--- src/rtl/dmac_pkg.sv ---
// Shared types and constants for the DMAC SFR access path.
package dmac_pkg;

  localparam int unsigned DMAC_DW = 32;
  localparam int unsigned DMAC_AW = 4;

  typedef enum logic [1:0] {
    S_IDLE,
    S_ISSUE,
    S_CAPT,
    S_RESP
  } sfr_arb_state_t;

  // Round-robin successor of index g among n requesters.
  function automatic int unsigned rr_next_idx(input int unsigned g, input int unsigned n);
    return (g + 1) % n;
  endfunction

endpackage

--- src/rtl/dmac_rr_picker.sv ---
// Combinational round-robin picker: first active request at or after ptr, wrapping.
module dmac_rr_picker #(
  parameter int unsigned N_REQ = 2,
  parameter int unsigned IW    = 1
) (
  input  logic [N_REQ-1:0] req,
  input  logic [IW-1:0]    ptr,
  output logic             valid_c,
  output logic [IW-1:0]    winner_c
);

  int unsigned cand;

  always_comb begin
    valid_c  = 1'b0;
    winner_c = '0;
    cand     = 0;
    for (int unsigned i = 0; i < N_REQ; i++) begin
      cand = (32'(ptr) + i) % N_REQ;
      if (!valid_c && req[IW'(cand)]) begin
        valid_c  = 1'b1;
        winner_c = IW'(cand);
      end
    end
  end

endmodule

--- src/rtl/dmac_sfr_arbiter.sv ---
// Round-robin arbiter sharing one SRAM-like SFR port among N_REQ requesters,
// one access in flight, req/ack handshake per requester.
module dmac_sfr_arbiter
  import dmac_pkg::*;
#(
  parameter int unsigned N_REQ = 2,
  parameter int unsigned AW    = DMAC_AW,
  parameter int unsigned DW    = DMAC_DW
) (
  input  logic              clk,
  input  logic              rst_n,
  input  logic [N_REQ-1:0]    req_i,
  input  logic [N_REQ-1:0]    we_i,
  input  logic [N_REQ*AW-1:0] addr_i,
  input  logic [N_REQ*DW-1:0] wdata_i,
  output logic [N_REQ-1:0]    ack_o,
  output logic [DW-1:0]       rdata_o,
  output logic                wren_o,
  output logic                rden_o,
  output logic [AW-1:0]       addr_o,
  output logic [DW-1:0]       wdata_o,
  input  logic [DW-1:0]       rdata_i
);

  localparam int unsigned IW = (N_REQ > 1) ? $clog2(N_REQ) : 1;

  sfr_arb_state_t state;
  logic [IW-1:0]  rr_ptr;
  logic [IW-1:0]  gnt;
  logic           cmd_we;
  logic           pick_valid_c;
  logic [IW-1:0]  pick_idx_c;

  dmac_rr_picker #(
    .N_REQ (N_REQ),
    .IW    (IW)
  ) u_picker (
    .req      (req_i),
    .ptr      (rr_ptr),
    .valid_c  (pick_valid_c),
    .winner_c (pick_idx_c)
  );

  // Arbitration FSM; addr_o/wdata_o double as the latched command and hold when idle.
  always_ff @(posedge clk) begin
    if (!rst_n) begin
      state   <= S_IDLE;
      rr_ptr  <= '0;
      gnt     <= '0;
      cmd_we  <= 1'b0;
      ack_o   <= '0;
      wren_o  <= 1'b0;
      rden_o  <= 1'b0;
      addr_o  <= '0;
      wdata_o <= '0;
      rdata_o <= '0;
    end else begin
      ack_o  <= '0;
      wren_o <= 1'b0;
      rden_o <= 1'b0;
      unique case (state)
        S_IDLE: begin
          if (pick_valid_c) begin
            gnt     <= pick_idx_c;
            cmd_we  <= we_i[pick_idx_c];
            wren_o  <= we_i[pick_idx_c];
            rden_o  <= !we_i[pick_idx_c];
            addr_o  <= addr_i[32'(pick_idx_c)*AW +: AW];
            wdata_o <= wdata_i[32'(pick_idx_c)*DW +: DW];
            state   <= S_ISSUE;
          end
        end
        S_ISSUE: begin
          if (cmd_we) begin
            ack_o[gnt] <= 1'b1;
            state      <= S_RESP;
          end else begin
            state <= S_CAPT;
          end
        end
        S_CAPT: begin
          rdata_o    <= rdata_i;
          ack_o[gnt] <= 1'b1;
          state      <= S_RESP;
        end
        S_RESP: begin
          rr_ptr <= IW'(rr_next_idx(32'(gnt), N_REQ));
          state  <= S_IDLE;
        end
        default: state <= S_IDLE;
      endcase
    end
  end

endmodule

--- config.mk ---
export PLATFORM = sky130hd
export DESIGN_NAME = dmac_sfr_arbiter
export DESIGN_NICKNAME = d
export VERILOG_FILES = /design/src/rtl/dmac_pkg.sv /design/src/rtl/dmac_rr_picker.sv /design/src/rtl/dmac_sfr_arbiter.sv
export SDC_FILE = /design/constraint.sdc
export NUM_CORES = 1
export LEC_CHECK = 0
export BUFFER_PORTS_ARGS = -buffer_cell sky130_fd_sc_hd__buf_2
export CAP_MARGIN = 25
export CORE_AREA = 5 5 126 128
export DETAILED_ROUTE_END_ITERATION = 16
export DIE_AREA = 0 0 131 133
export PLACE_DENSITY_LB_ADDON = 0.05
export SLEW_MARGIN = 40
export SYNTH_ARGS = -nofsm -noshare
export SYNTH_HDL_FRONTEND = slang
export SYNTH_HIERARCHICAL = 1
export SYNTH_SLANG_ARGS = --single-unit
--- constraint.sdc ---
create_clock -name clk -period 2.2 [get_ports clk]
set_input_delay 0.44 -clock clk [delete_from_list [all_inputs] [get_ports clk]]
set_output_delay 0.44 -clock clk [all_outputs]
set_load 0.1 [all_outputs]
# ---- Word-level counts from Yosys, hierarchy flattened
# Index checks and enable logic that the tools add are counted.
dict set report classes {
  add_sub_neg 2
  n_reduce_logical 7
  eq_ne 4
  n_mux 17
  shifts 2
  order_cmp 5
}
# operator n
set ops {}
lappend ops {{$shiftx A64 B7 Y32} 1}
lappend ops {{$mux W1} 12}
lappend ops {{$lt A1 B2 Y1 const B} 4}
lappend ops {{$pmux W2 S4} 1}
lappend ops {{$shiftx A8 B4 Y4} 1}
lappend ops {{$eq A2 B2 Y1 const B} 2}
lappend ops {{$mux W2} 2}
lappend ops {{$pmux W2 S2} 1}
lappend ops {{$reduce_and A3 Y1} 1}
lappend ops {{$add A1 B1 Y1 const B} 2}
lappend ops {{$eq A2 B1 Y1 const B} 1}
lappend ops {{$logic_and A1 B1 Y1} 2}
lappend ops {{$logic_not A1 Y1} 2}
lappend ops {{$logic_not A2 Y1} 1}
lappend ops {{$ne A2 B2 Y1 const B} 1}
lappend ops {{$reduce_and A2 Y1} 1}
lappend ops {{$demux W1 S1} 1}
lappend ops {{$ge A1 B1 Y1 const B} 1}
dict set report totals {
  register_bits 77
  in_bits 110
  elab_cells 47
}

# ---- Depth between registers and ports, before layout
dict set report depth {
  ltp_word 9
  depth_mapped 8
  mapped_depth_nobuf 5
}

# ---- Modules after synthesis
# The synthesis kept the hierarchy.
# mod cells_each n_inst seq_area_each_um2 area_each_um2
set by_module_without_submodules {}
lappend by_module_without_submodules {dmac_sfr_arbiter 304 1 1541.5 3418.3}
lappend by_module_without_submodules {dmac_rr_picker 3 1 0.0 17.5}

# ---- Worst setup path after synthesis
# OpenSTA, ideal clock, no wires.
dict set report synth_timing {
  path_kind {input -> register}
  from {input port req_i[1]}
  to {register addr_o[3]}
  stages 6
  arrival_time_ns 1.371
  setup_slack_ns 0.711
  setup_time_ns 0.117
  path_cell_list {or2_1 and2_4 buf_6 buf_6 buf_6 o211a_1}
}
dict set report synth_via {
  elab_chain_len 7
}
# element line_no
set synth_rtl {}
lappend synth_rtl {{from (decl)} dmac_sfr_arbiter.sv:12} ;# input logic [N_REQ-1:0] req_i,
lappend synth_rtl {{$mux W1 (not written as such) (2 in a row)} dmac_rr_picker.sv:20} ;# if (!valid_c && req[IW'(cand)]) begin
lappend synth_rtl {{$mux W1} dmac_rr_picker.sv:20}
lappend synth_rtl {{$logic_not A1 Y1} dmac_rr_picker.sv:20}
lappend synth_rtl {{$logic_and A1 B1 Y1} dmac_rr_picker.sv:20}
lappend synth_rtl {{$mux W1} dmac_rr_picker.sv:20}
lappend synth_rtl {{$shiftx A8 B4 Y4 or $reduce_and A2 Y1 (tied branches)} n/a}
lappend synth_rtl {{to (signal assigned)} dmac_sfr_arbiter.sv:68} ;# addr_o <= addr_i[32'(pick_idx_c)*AW +: AW];
lappend synth_rtl {{to (decl)} dmac_sfr_arbiter.sv:20} ;# output logic [AW-1:0] addr_o,
# Several ways; a longest one is shown, not always the timed one. The select of a mux whose other input is x is not followed.
# A chain may end at the register's enable or synchronous reset.

# ---- Worst setup path in the final report
dict set report layout_timing {
  from {register state[0]}
  to {register addr_o[2]}
}
dict set report layout_via {
  elab_chain_len 2
}
# element line_no
set layout_rtl {}
lappend layout_rtl {{from (decl)} dmac_sfr_arbiter.sv:27} ;# sfr_arb_state_t state;
lappend layout_rtl {{from (signal assigned)} dmac_sfr_arbiter.sv:47} ;# state <= S_IDLE;
lappend layout_rtl {{from (signal assigned)} dmac_sfr_arbiter.sv:70} ;# state <= S_ISSUE;
lappend layout_rtl {{from (signal assigned)} dmac_sfr_arbiter.sv:76} ;# state <= S_RESP;
lappend layout_rtl {{$logic_not A2 Y1} dmac_sfr_arbiter.sv:61} ;# unique case (state)
lappend layout_rtl {{$reduce_and A2 Y1 (no line)} n/a}
# No other way between the ends.

==> results.md <==
* Switching part of the total at 54.32%
* Worst setup SP type: flip-flop
* Number of buffers added to fix hold violations after cts at 0
* Portion of total power attributed to combinational logic at 58.0%
* DRT Pass-1 Iters at 4
* Number of antenna cells inserted at 0
* Antenna-violating nets left at 0
* Total clock buffers created by CTS at 9
* Vias in the first global route at 2741
* Aggregate negative setup slack at 0 ns
* Yosys reg bits at 77
* CP Max Fanout at 31
* Power per unit of standard cell area at 1760 nW/um^2
* Number of standard cells after synthesis at 307
* Clk Latency, worst-skew pair at 0.33 ns
* Worst Tran Pin Value at 0.5160 ns
* Largest voltage drop on the vdd net at 0.0005267 V
* Leakage at 0.002188 uW
* Number of vias per cell after detailed routing at 4.081
* Final weighted congestion in routability-driven placement at 0.6836
* Total core area at 14750 um^2
* Skew final at 0.004796 ns
* Required @ worst endpoint at 2.45 ns
* Overall fraction of global-route tracks in use at 9.925%
* CTS sink count at 77
* Worst reg2reg path depth at 6
* Final setup viols at 0
* Maximum number of pins on one net before global-route repair at 39
* TritonCTS clock tree: done
* Distinct cell type count after synthesis at 26
* Routed wire length at 8950 um
* Count of final hold-check violations at 0
* Area overhead of the layout relative to synthesis at 40.42%
* Worst Setup End Kind: flip-flop
* Internal power consumption at 3880 uW
* Complex-gate fraction of the synthesized area at 13.87%
* Total grt overflow at 0
* Most common cell after layout, fill and taps aside: sky130_fd_sc_hd__buf_2
* Simple-Gate Fraction of Synth Area at 12.35%
* Sequential share of power at 23.7%
* Class of the most critical hold timing path: input pin to flip-flop
* Slew HR at 65.84%
* Clock slew at the register clock pins of the worst setup and hold paths at 0.06 ns
* Post-Synthesis Mean Instance Area at 11.19 um^2
* Die Wd at 131 um
* Data arrival time of the critical path at 1.91 ns
* Fraction of final layout cells with drive strength greater than 1 at 49.49%
* Maximum clock frequency at 604.0 MHz
* Category of the most critical setup path: flip-flop to flip-flop
* Routed length per placed instance at 13.22 um
* Net switching power figure at 4613 uW
* Port Buffers at 181
* Setup repair after global routing missed its margin: no
* Synthesized-area fraction occupied by adder cells at 1.821%
* Most frequent cells in the layout: sky130_fd_sc_hd__buf_2, sky130_fd_sc_hd__dfxtp_1, sky130_fd_sc_hd__mux2i_1
* Total via count in the routed design at 2763
* CTS max path bufs at 2
* Clock Tree Root: sky130_fd_sc_hd__clkbuf_16
* Number of placement rows at 45
* Count of boundary I/O pins at 182
* Post-CTS repair timing setup buffer count at 0
* Iteration-0 DRC count of the detailed router at 48
* Result of the run: completed
* Netlist Area Pre-Place at 3436 um^2
* Combinational family with the most area after synthesis: multiplexers
* Share of the yosys chip area belonging to registers at 44.87%
* Clk network pwr share at 18.3%
* Initial Utilization at 23.29%
* Nets in the synthesized netlist at 422
* Final period util at 75.26%
* Final period demand of the worst path at 1.656 ns
* Count of yosys warnings during synthesis at 6
* Height of the die at 133 um
* Synthesized-area fraction occupied by xor and xnor cells at 0%
* DR DRC count at 0
* Cell Count, Final, Fillers Out at 677
* Number of antenna violations at the first check in global routing at 0
* Nets at 599
* First-pass GRT wire length at 13470 um
* Number of max-cap violations at 0
* Fillers at 1572
* Count of cells along the worst hold path at 3
* DP Cell Count at 661
* Post-DP HPWL at 6750 um
* Final max-slew violation count at 0
* Gates resized, CTS repair at 0
* Max H-tree Level at 3
* Mux cell area share after synthesis at 20.98%
* Full die area at 17420 um^2
-- cell families (layout without fill, tap and decap cells) --
logic type,Yosys count,count (layout)
buffers and inverters,29,211
muxes,72,72
DFF,77,77
adders and majority gates,5,5
and+or+nand+nor,84,84
AOI/OAI and AO/OA,40,40
-- cell type report --
type	count	area, um^2	area share (%)
clock buffer	11	232.7	4.824
clock inverter	5	75.07	1.556
inverter	5	18.77	0.3890
multi-input combinational	201	1698	35.19
sequential	77	1541	31.95
tap	188	235.2	4.876
timing repair buffer	190	1023	21.21
-- power by group through the flow --
stage,combinational (uW),sequential [uW],clock [uW]
CTS,4980,2020,1630
global placement,4950,2040,0
global route,5190,2070,1690
finish,4920,2010,1560
detailed placement,4980,2050,0
floorplan,1530,4770,0
-- metal layers --
layer  global-route usage, %  up-vias  share of wire, %
li1                        -     1417                 -
met1                   12.14     1220                42
met2                   15.12      114                44
met3                   3.593       12                12
met4                   5.143        0               2.1
met5                       0        -                 0
-- per-stage QoR --
step	total power, uW	setup WS, ns	hold WS (ns)	utilization (%)	instance area [um^2]
after floorplan	6303	0.7114	0.4346	-	3436
final	8493	0.5442	0.3606	32.71	4825
after global placement	6991	0.4150	0.4786	30.62	4517
after global routing	8949	0.3678	0.3512	32.71	4825
after detailed placement	7027	0.3963	0.4851	30.62	4517
after CTS	8636	0.5068	0.3374	32.71	4825
-- critical path, stage by stage (launching register included) --
cell	delay, ns
sky130_fd_sc_hd__dfxtp_1	0.33
sky130_fd_sc_hd__inv_1	0.14
sky130_fd_sc_hd__ha_1	0.19
sky130_fd_sc_hd__and2_4	0.41
sky130_fd_sc_hd__buf_4	0.25
sky130_fd_sc_hd__nor2_1	0.06
sky130_fd_sc_hd__a211oi_2	0.18
-- registers in the layout, summed over array words and instances, names as in the netlist, 2 cells and up --
signal,cells
rdata_o,32
addr_o,4
ack_o,2
wdata_o,32
state,2
-- cell usage after synthesis, drive strengths merged --
cell type | count | area, um^2
o21ai | 1 | 5.000
and3 | 1 | 6.260
o211a | 3 | 30.03
nor2b | 34 | 212.7
a221oi | 1 | 8.760
clkbuf | 4 | 15.01
nand2 | 5 | 18.77
a211oi | 34 | 425.4
dfxtp | 77 | 1541
nor2 | 36 | 135.1
or2 | 1 | 6.260
nand2b | 1 | 6.260
a21boi | 1 | 7.510
ha | 5 | 62.56
buf | 20 | 176.4
nor3 | 2 | 10.01
inv | 5 | 18.76
and2 | 3 | 21.27
mux2i | 72 | 720.7
nor3b | 1 | 7.510
-- worst paths after layout --
kind | startpoint | endpoint | slack (ns)
hold reg to reg | addr_o[3] | addr_o[3] | 0.49
hold / removal | rdata_i[20] | rdata_o[20] | 0.36
setup reg to reg | state[0] | addr_o[2] | 0.54
setup / recovery | state[0] | addr_o[2] | 0.54
(Power assumes the default switching activity.)
